File: src/rtl/fetch_pkg.sv
// ============================================================================
// fetch_pkg: shared state encoding and PC-source select codes for fetch_control
// Revision: 1.0
// ============================================================================
`default_nettype none

package fetch_pkg;

  typedef enum logic [2:0] {
    ST_WARMUP = 3'd0,
    ST_RUN    = 3'd1,
    ST_FLUSH  = 3'd2,
    ST_HALT   = 3'd3
  } fetch_state_e;

  localparam logic [1:0]  PC_SEL_SEQ = 2'b00;
  localparam logic [1:0]  PC_SEL_BR  = 2'b01;
  localparam logic [1:0]  PC_SEL_JMP = 2'b10;
  localparam logic [31:0] NOP_WORD   = 32'h0000_0000;

endpackage

`default_nettype wire

File: src/rtl/fetch_control_if.sv
// ============================================================================
// fetch_control_if: request inputs (decode/EX) and fetch-datapath control outputs
// Revision: 1.0
// ============================================================================
`default_nettype none

interface fetch_control_if #(
  parameter int PC_W  = 11,
  parameter int CNT_W = 16
);

  logic            stall_req;
  logic            branch_taken;
  logic [PC_W-1:0] branch_target;
  logic            jump_req;
  logic [PC_W-1:0] jump_target;
  logic            halt_det;
  logic            resume;
  logic            step;

  logic             pc_we;
  logic             ifid_we;
  logic             ifid_flush;
  logic [1:0]       pc_sel;
  logic [PC_W-1:0]  redirect_pc;
  logic [2:0]       state_o;
  logic [CNT_W-1:0] stall_count;
  logic             wdog_err;

  // Requester side (decode / EX / debug)
  modport master (
    output stall_req, branch_taken, branch_target, jump_req, jump_target,
           halt_det, resume, step,
    input  pc_we, ifid_we, ifid_flush, pc_sel, redirect_pc, state_o,
           stall_count, wdog_err
  );

  // Sequencer side
  modport slave (
    input  stall_req, branch_taken, branch_target, jump_req, jump_target,
           halt_det, resume, step,
    output pc_we, ifid_we, ifid_flush, pc_sel, redirect_pc, state_o,
           stall_count, wdog_err
  );

endinterface

`default_nettype wire

File: src/rtl/stall_watchdog.sv
// ============================================================================
// stall_watchdog: consecutive-stall run length, saturating total, sticky trip flag
// Revision: 1.0
// ============================================================================
`default_nettype none

module stall_watchdog #(
  parameter int STALL_TIMEOUT = 64,
  parameter int CNT_W         = 16
) (
  input  logic             clock,
  input  logic             reset_n,
  input  logic             stall_cycle,
  output logic             at_limit,
  output logic [CNT_W-1:0] stall_count,
  output logic             wdog_err
);

  localparam int              RUN_W     = $clog2(STALL_TIMEOUT);
  localparam logic [RUN_W-1:0] RUN_LIMIT = RUN_W'(STALL_TIMEOUT - 1);

  logic [RUN_W-1:0] run_len_q, run_len_d;
  logic [CNT_W-1:0] stall_count_q, stall_count_d;
  logic             wdog_err_q, wdog_err_d;

  // at_limit depends on state only, so the parent can combine it with its
  // own stall decision without a combinational loop through this block.
  assign at_limit = (run_len_q == RUN_LIMIT);

  always_comb begin
    run_len_d     = '0;
    stall_count_d = stall_count_q;
    wdog_err_d    = wdog_err_q;
    if (stall_cycle) begin
      if (!at_limit) begin
        run_len_d = run_len_q + 1'b1;
      end
      if (stall_count_q != '1) begin
        stall_count_d = stall_count_q + 1'b1;
      end
      if (at_limit) begin
        wdog_err_d = 1'b1;
      end
    end
  end

  always_ff @(posedge clock or negedge reset_n) begin
    if (!reset_n) begin
      run_len_q     <= '0;
      stall_count_q <= '0;
      wdog_err_q    <= 1'b0;
    end else begin
      run_len_q     <= run_len_d;
      stall_count_q <= stall_count_d;
      wdog_err_q    <= wdog_err_d;
    end
  end

  assign stall_count = stall_count_q;
  assign wdog_err    = wdog_err_q;

endmodule

`default_nettype wire

File: src/rtl/fetch_control.sv
// ============================================================================
// fetch_control: instruction-fetch sequencer (warm-up, redirect/flush, stall, halt)
// Optional: FETCH_STEP_EN enables single-step fetch while halted.  Revision: 1.0
// ============================================================================
`default_nettype none

module fetch_control
  import fetch_pkg::*;
#(
  parameter int PC_W          = 11,
  parameter int WARMUP_CYCLES = 2,
  parameter int FLUSH_CYCLES  = 1,
  parameter int STALL_TIMEOUT = 64,
  parameter int CNT_W         = 16
) (
  input  logic          clock,
  input  logic          reset_n,
  fetch_control_if.slave bus
);

  localparam int WARM_W  = (WARMUP_CYCLES > 1) ? $clog2(WARMUP_CYCLES) : 1;
  localparam int FLUSH_W = (FLUSH_CYCLES > 1) ? $clog2(FLUSH_CYCLES) : 1;
  localparam logic [WARM_W-1:0]  WARM_LAST  = WARM_W'(WARMUP_CYCLES - 1);
  localparam logic [FLUSH_W-1:0] FLUSH_LAST = FLUSH_W'(FLUSH_CYCLES - 1);

  fetch_state_e      state_q, state_d;
  logic [WARM_W-1:0]  warm_cnt_q, warm_cnt_d;
  logic [FLUSH_W-1:0] flush_cnt_q, flush_cnt_d;

  logic            pc_we, ifid_we, ifid_flush, stall_cycle, at_limit;
  logic [1:0]      pc_sel;
  logic [PC_W-1:0] redirect_pc;

  always_comb begin
    state_d     = state_q;
    warm_cnt_d  = warm_cnt_q;
    flush_cnt_d = flush_cnt_q;
    pc_we       = 1'b0;
    ifid_we     = 1'b0;
    ifid_flush  = 1'b1;
    pc_sel      = PC_SEL_SEQ;
    redirect_pc = '0;
    stall_cycle = 1'b0;

    unique case (state_q)
      ST_WARMUP: begin
        if (warm_cnt_q == WARM_LAST) begin
          state_d = ST_RUN;
        end else begin
          warm_cnt_d = warm_cnt_q + 1'b1;
        end
      end

      ST_RUN: begin
        if (bus.branch_taken || bus.jump_req) begin
          // The redirect cycle itself is the first flush cycle.
          pc_we       = 1'b1;
          ifid_we     = 1'b1;
          pc_sel      = bus.branch_taken ? PC_SEL_BR : PC_SEL_JMP;
          redirect_pc = bus.branch_taken ? bus.branch_target : bus.jump_target;
          if (FLUSH_CYCLES > 1) begin
            state_d     = ST_FLUSH;
            flush_cnt_d = FLUSH_W'(1);
          end
        end else if (bus.stall_req) begin
          ifid_flush  = 1'b0;
          stall_cycle = 1'b1;
          if (at_limit) begin
            state_d = ST_HALT;
          end
        end else if (bus.halt_det) begin
          ifid_we = 1'b1;
          state_d = ST_HALT;
        end else begin
          pc_we      = 1'b1;
          ifid_we    = 1'b1;
          ifid_flush = 1'b0;
        end
      end

      ST_FLUSH: begin
        pc_we   = 1'b1;
        ifid_we = 1'b1;
        if (bus.branch_taken) begin
          pc_sel      = PC_SEL_BR;
          redirect_pc = bus.branch_target;
          flush_cnt_d = FLUSH_W'(1);
        end else if (flush_cnt_q == FLUSH_LAST) begin
          state_d = ST_RUN;
        end else begin
          flush_cnt_d = flush_cnt_q + 1'b1;
        end
      end

      ST_HALT: begin
        if (bus.resume) begin
          state_d = ST_RUN;
`ifdef FETCH_STEP_EN
        end else if (bus.step) begin
          pc_we      = 1'b1;
          ifid_we    = 1'b1;
          ifid_flush = 1'b0;
`endif
        end
      end

      default: state_d = ST_WARMUP;
    endcase
  end

`ifndef FETCH_STEP_EN
  logic step_unused;
  assign step_unused = bus.step;
`endif

  always_ff @(posedge clock or negedge reset_n) begin
    if (!reset_n) begin
      state_q     <= ST_WARMUP;
      warm_cnt_q  <= '0;
      flush_cnt_q <= '0;
    end else begin
      state_q     <= state_d;
      warm_cnt_q  <= warm_cnt_d;
      flush_cnt_q <= flush_cnt_d;
    end
  end

  stall_watchdog #(
    .STALL_TIMEOUT (STALL_TIMEOUT),
    .CNT_W         (CNT_W)
  ) u_stall_watchdog (
    .clock       (clock),
    .reset_n     (reset_n),
    .stall_cycle (stall_cycle),
    .at_limit    (at_limit),
    .stall_count (bus.stall_count),
    .wdog_err    (bus.wdog_err)
  );

  assign bus.pc_we       = pc_we;
  assign bus.ifid_we     = ifid_we;
  assign bus.ifid_flush  = ifid_flush;
  assign bus.pc_sel      = pc_sel;
  assign bus.redirect_pc = redirect_pc;
  assign bus.state_o     = state_q;

endmodule

`default_nettype wire

File: src/flat_wrapper.sv
// flat-port wrapper written by rule: the top's interface ports become plain ports
module fetch_control_flat import fetch_pkg::*;
#(
  parameter int PC_W          = 11,
  parameter int WARMUP_CYCLES = 2,
  parameter int FLUSH_CYCLES  = 1,
  parameter int STALL_TIMEOUT = 64,
  parameter int CNT_W         = 16
)
  (clock, reset_n, bus_stall_req, bus_branch_taken, bus_branch_target, bus_jump_req, bus_jump_target, bus_halt_det, bus_resume, bus_step, bus_pc_we, bus_ifid_we, bus_ifid_flush, bus_pc_sel, bus_redirect_pc, bus_state_o, bus_stall_count, bus_wdog_err);
  fetch_control_if #(.PC_W(PC_W), .CNT_W(CNT_W)) bus_i ();
  input  logic clock;
  input  logic reset_n;
  input wire logic [$bits(bus_i.stall_req)-1:0] bus_stall_req;
  input wire logic [$bits(bus_i.branch_taken)-1:0] bus_branch_taken;
  input wire logic [$bits(bus_i.branch_target)-1:0] bus_branch_target;
  input wire logic [$bits(bus_i.jump_req)-1:0] bus_jump_req;
  input wire logic [$bits(bus_i.jump_target)-1:0] bus_jump_target;
  input wire logic [$bits(bus_i.halt_det)-1:0] bus_halt_det;
  input wire logic [$bits(bus_i.resume)-1:0] bus_resume;
  input wire logic [$bits(bus_i.step)-1:0] bus_step;
  output wire logic [$bits(bus_i.pc_we)-1:0] bus_pc_we;
  output wire logic [$bits(bus_i.ifid_we)-1:0] bus_ifid_we;
  output wire logic [$bits(bus_i.ifid_flush)-1:0] bus_ifid_flush;
  output wire logic [$bits(bus_i.pc_sel)-1:0] bus_pc_sel;
  output wire logic [$bits(bus_i.redirect_pc)-1:0] bus_redirect_pc;
  output wire logic [$bits(bus_i.state_o)-1:0] bus_state_o;
  output wire logic [$bits(bus_i.stall_count)-1:0] bus_stall_count;
  output wire logic [$bits(bus_i.wdog_err)-1:0] bus_wdog_err;
  assign bus_i.stall_req = bus_stall_req;
  assign bus_i.branch_taken = bus_branch_taken;
  assign bus_i.branch_target = bus_branch_target;
  assign bus_i.jump_req = bus_jump_req;
  assign bus_i.jump_target = bus_jump_target;
  assign bus_i.halt_det = bus_halt_det;
  assign bus_i.resume = bus_resume;
  assign bus_i.step = bus_step;
  assign bus_pc_we = bus_i.pc_we;
  assign bus_ifid_we = bus_i.ifid_we;
  assign bus_ifid_flush = bus_i.ifid_flush;
  assign bus_pc_sel = bus_i.pc_sel;
  assign bus_redirect_pc = bus_i.redirect_pc;
  assign bus_state_o = bus_i.state_o;
  assign bus_stall_count = bus_i.stall_count;
  assign bus_wdog_err = bus_i.wdog_err;
  fetch_control #(.PC_W(PC_W), .WARMUP_CYCLES(WARMUP_CYCLES), .FLUSH_CYCLES(FLUSH_CYCLES), .STALL_TIMEOUT(STALL_TIMEOUT), .CNT_W(CNT_W)) u_core (.clock(clock), .reset_n(reset_n), .bus(bus_i));
endmodule
File: config.mk
export PLATFORM = sky130hd
export DESIGN_NAME = fetch_control_flat
export DESIGN_NICKNAME = d
export VERILOG_FILES = /design/src/rtl/fetch_pkg.sv /design/src/rtl/fetch_control_if.sv /design/src/rtl/stall_watchdog.sv /design/src/rtl/fetch_control.sv /design/src/flat_wrapper.sv
export SDC_FILE = /design/constraint.sdc
export NUM_CORES = 1
export LEC_CHECK = 0
export CAP_MARGIN = 20
export CORE_MARGIN = 4
export CORE_UTILIZATION = 38
export CTS_CLUSTER_DIAMETER = 120
export DETAILED_ROUTE_END_ITERATION = 7
export PLACE_DENSITY = 0.83
export SYNTH_ARGS = -nofsm -noshare
export SYNTH_HDL_FRONTEND = slang
export SYNTH_SLANG_ARGS = --single-unit
File: constraint.sdc
create_clock -name clock -period 2.07 [get_ports clock]
set_clock_uncertainty 0.05 [all_clocks]
set_input_delay 0.414 -clock clock [delete_from_list [all_inputs] [get_ports clock]]
set_output_delay 0.414 -clock clock [all_outputs]
set_load 0.03 [all_outputs]
==> summary.txt <==
Placement
  – Cells after DPL: 273
  – Port bufs: 63
  – Gpl congestion: 0.849
  – Dpl hpwl: 3.17 mm

Timing
  – Final Setup Violations: 13
  – Max_slew headroom: 57.1%
  – Final Max Slew Viols: 0
  – Final Hold Viols: 0
  – Max Fclk: 444 MHz
  – Worst setup margin: -0.184 ns
  – Hold WS: 0.422 ns
  – Setup repair after global routing missed its margin: true
  – Fin crit share: 109%
  – Fin crit period: 2.25 ns
  – Worst slew pin tran: 0.637 ns

Synth
  – Avg Cell Area, Syn: 10.4 um2
  – Netlist cell types: 41
  – Top post-synthesis cells by area: dfrtp_1, xor2_1, a22o_1, ha_1, nor2_1
  – Post-synth top area cell: dfrtp_1
  – Fraction of registers with async set/reset: 100%
  – Post-synth EDFFs: 0
  – Top cell type's share of synthesized area: 43.2%
  – YS warnings: 0
  – Cells after Synth: 150
  – Synth Flop Type: dfrtp_1
  – Syn Nets: 187
  – Flops & latches, synth: 27
  – Seq/Total Area, Yosys: 43.2%
  – Mapped cell area: 0.00157 mm2

Layout
  – Area growth, synth to finish: 71.8%
  – Post-Layout Cell Count: 284
  – Fin nets: 272
  – Ant diodes: 0
  – Share of cells above drive strength 1: 34.6%

Critical path
  – Worst endpoint required time: 1.61 ns
  – Depth of the most critical reg-to-reg path: 7
  – Signal arrival time at the worst endpoint: 1.79 ns
  – Startpoint Class: register
  – Crit path kind: register to primary output
  – CP endpoint kind: primary output
  – Critical path peak fanout: 6

Die
  – Initial Util: 39.1%
  – Die ar.: 0.00521 mm2
  – Chip height: 72.2 um
  – FP Rows: 23
  – Core footprint: 0.00400 mm2
  – Io pins: 66
  – Die Wd: 72.2 um

Clocking
  – Post-CTS Hold Buffers: 0
  – CTS Buf Count: 3
  – CTS tree: done
  – CTS clk-pin slew, worst paths: 0.10 ns
  – Clk buf depth: 2
  – CTS sink cnt: 27
  – Htree depth: 1
  – Clock root cell: clkbuf_8
  – Skew-Pair Late Insertion Delay: 0.28 ns

GRT
  – Global Route Usage Sum: 19.0%
  – Pin count of the biggest net entering global routing: 28
  – Vias in the first global route: 1589
  – Antenna violations before repair: 0
  – Grt ovf: 0
  – First-pass GRT wire length: 7.71 mm

Routing
  – Drt total wl: 4.91 mm
  – Drc violations: 0
  – Iter 0 DRT Violations: 47
  – Vias per cell: 5.21
  – Routed length per instance: 17.3 um
  – Antenna viol nets, final: 0
  – Initial DRT Pass Iterations: 4
  – Total number of vias: 1481

Power and ir drop
  – Leak: 1.22 nW
  – Pwr per Cell Area: 997 mW/mm2
  – VDD IR max: 729 uV

Worst hold path
  – Min-Delay Path Depth: 1
  – HP Class: register to register

Status
  – Failing checks: negative setup slack
  – Status: complete, but fails checks

Job
  – # Max-Cap Violations: 0
==> area by class of cell <==
cell class	count	area (um2)
fill	271	1310
multi-input combinational	109	1020
timing repair buffer	84	842
sequential	27	678
tap	50	62.6
clock buffer	4	45.0
inverter	10	40.0
==> per-stage QoR <==
step / power [mW] / TNS, ns / worst slack [ns] / instance area (um2) / utilization [%]
4_1_cts: 2.62 / -1.95 / -0.172 / 2620 / 65.6
6_report: 2.68 / -1.96 / -0.184 / 2690 / 67.2
2_1_floorplan: 1.45 / -0.221 / -0.0316 / 1620 / -
3_5_place_dp: 2.00 / -4.25 / -0.319 / 2340 / 58.6
5_1_grt: 2.81 / -2.48 / -0.214 / 2690 / 67.2
3_3_place_gp: 1.97 / -3.57 / -0.294 / 2340 / 58.6
==> critical path, cell delays in order (launching register included) <==
cell	delay [ns]
dfrtp_2	0.47
inv_4	0.11
ha_4	0.22
o211a_4	0.17
buf_12	0.14
a22o_1	0.24
buf_6	0.14
==> power breakdown <==
part / total, mW / internal [mW] / switching [mW]
clock network: 0.304 / 0.138 / 0.166
registers: 0.678 / 0.598 / 0.0803
logic: 1.70 / 0.848 / 0.850
==> final timing paths <==
path                                                      start                                 endpoint  slack (ns)
min in group asynchronous                               reset_n     u_core.u_stall_watchdog.run_len_q[4]        0.46
max in group asynchronous                               reset_n                    u_core.bus.state_o[0]        1.25
setup / recovery                          u_core.bus.state_o[0]                      bus_redirect_pc[10]       -0.18
hold reg to reg            u_core.u_stall_watchdog.run_len_q[0]     u_core.u_stall_watchdog.run_len_q[0]        0.42
hold / removal             u_core.u_stall_watchdog.run_len_q[0]     u_core.u_stall_watchdog.run_len_q[0]        0.42
setup reg to reg                          u_core.bus.state_o[1]  u_core.u_stall_watchdog.stall_count[14]        0.06
==> sequential cells by signal, summed over array words and instances (netlist names) <==
register and cells:
u_core.bus.state_o 2, u_core.flush_cnt_q 1, u_core.u_stall_watchdog.wdog_err 1, u_core.u_stall_watchdog.stall_count 16, u_core.warm_cnt_q 1, u_core.u_stall_watchdog.run_len_q 6
==> what timing repair did <==
item / CTS / global route
buffers inserted: 4 / 1
resized for setup: 35 / 17
setup endpoints to repair: 19 / 23
gates cloned: 2 / 0
pin swaps: 12 / 3
==> cells in the mapped netlist (2+ instances only) <==
master	n
a21oi_1	2
nor3b_1	3
or2_2	3
mux2_2	3
a22o_1	11
inv_1	10
nand2_1	5
xnor2_1	5
and3_1	3
nor3_1	6
nor4_1	3
nor2_1	13
dfrtp_1	27
clkbuf_1	2
nor2b_1	2
ha_1	7
nor4b_1	2
mux2i_1	2
xor2_1	12
nand3_1	4
nand4_1	4
o21ai_0	2
==> per-layer routing <==
metal	vias to the layer above	global-route usage [%]	share of wire (%)
met3	13	3.46	2.7
met2	31	32.1	52
met1	733	24.2	43
met5	-	0	0
li1	704	-	-
met4	0	7.31	2.8
==> layout by cell type, fill, tap and decap left out, types with 2 or more instances in the layout <==
cell type        synthesis  final
and3_1                   3      3
dfrtp_2                  0      2
mux2i_1                  2      2
nand3_1                  4      3
clkbuf_8                 0      3
a22o_4                   0      9
nor2b_1                  2      2
nor4_2                   1      3
nor3_1                   6      3
dfrtp_1                 27     25
a22o_1                  11      2
clkdlybuf4s50_1          0     44
xnor2_1                  5      5
buf_4                    1     19
nor3_2                   1      4
mux2_2                   3      3
and4b_4                  0      2
o21ai_0                  2      2
buf_6                    1     15
nor4b_2                  0      2
dlymetal6s2s_1           0      3
nor3b_1                  3      3
nor2_1                  13     13
or2_2                    3      3
nand2_1                  5      5
ha_4                     0      3
inv_1                   10      8
xor2_1                  12     12
nand4_1                  4      4
ha_1                     7      4
==> cells by family (layout without fill, tap and decap cells) <==
| family | Yosys count | count (layout) | share of synthesized area [%] |
|---|---|---|---|
| and+or+nand+nor | 56 | 57 | 22.7 |
| other | 1 | 1 | 0.240 |
| muxes | 5 | 5 | 3.44 |
| xor gates and xnor gates | 17 | 17 | 9.51 |
| AOI/OAI and AO/OA | 22 | 22 | 11.0 |
| DFF | 27 | 27 | 43.2 |
| buffers and inverters | 15 | 98 | 4.40 |
| adders and majority gates | 7 | 7 | 5.60 |
Note: power is estimated with default switching activity, not from simulation.
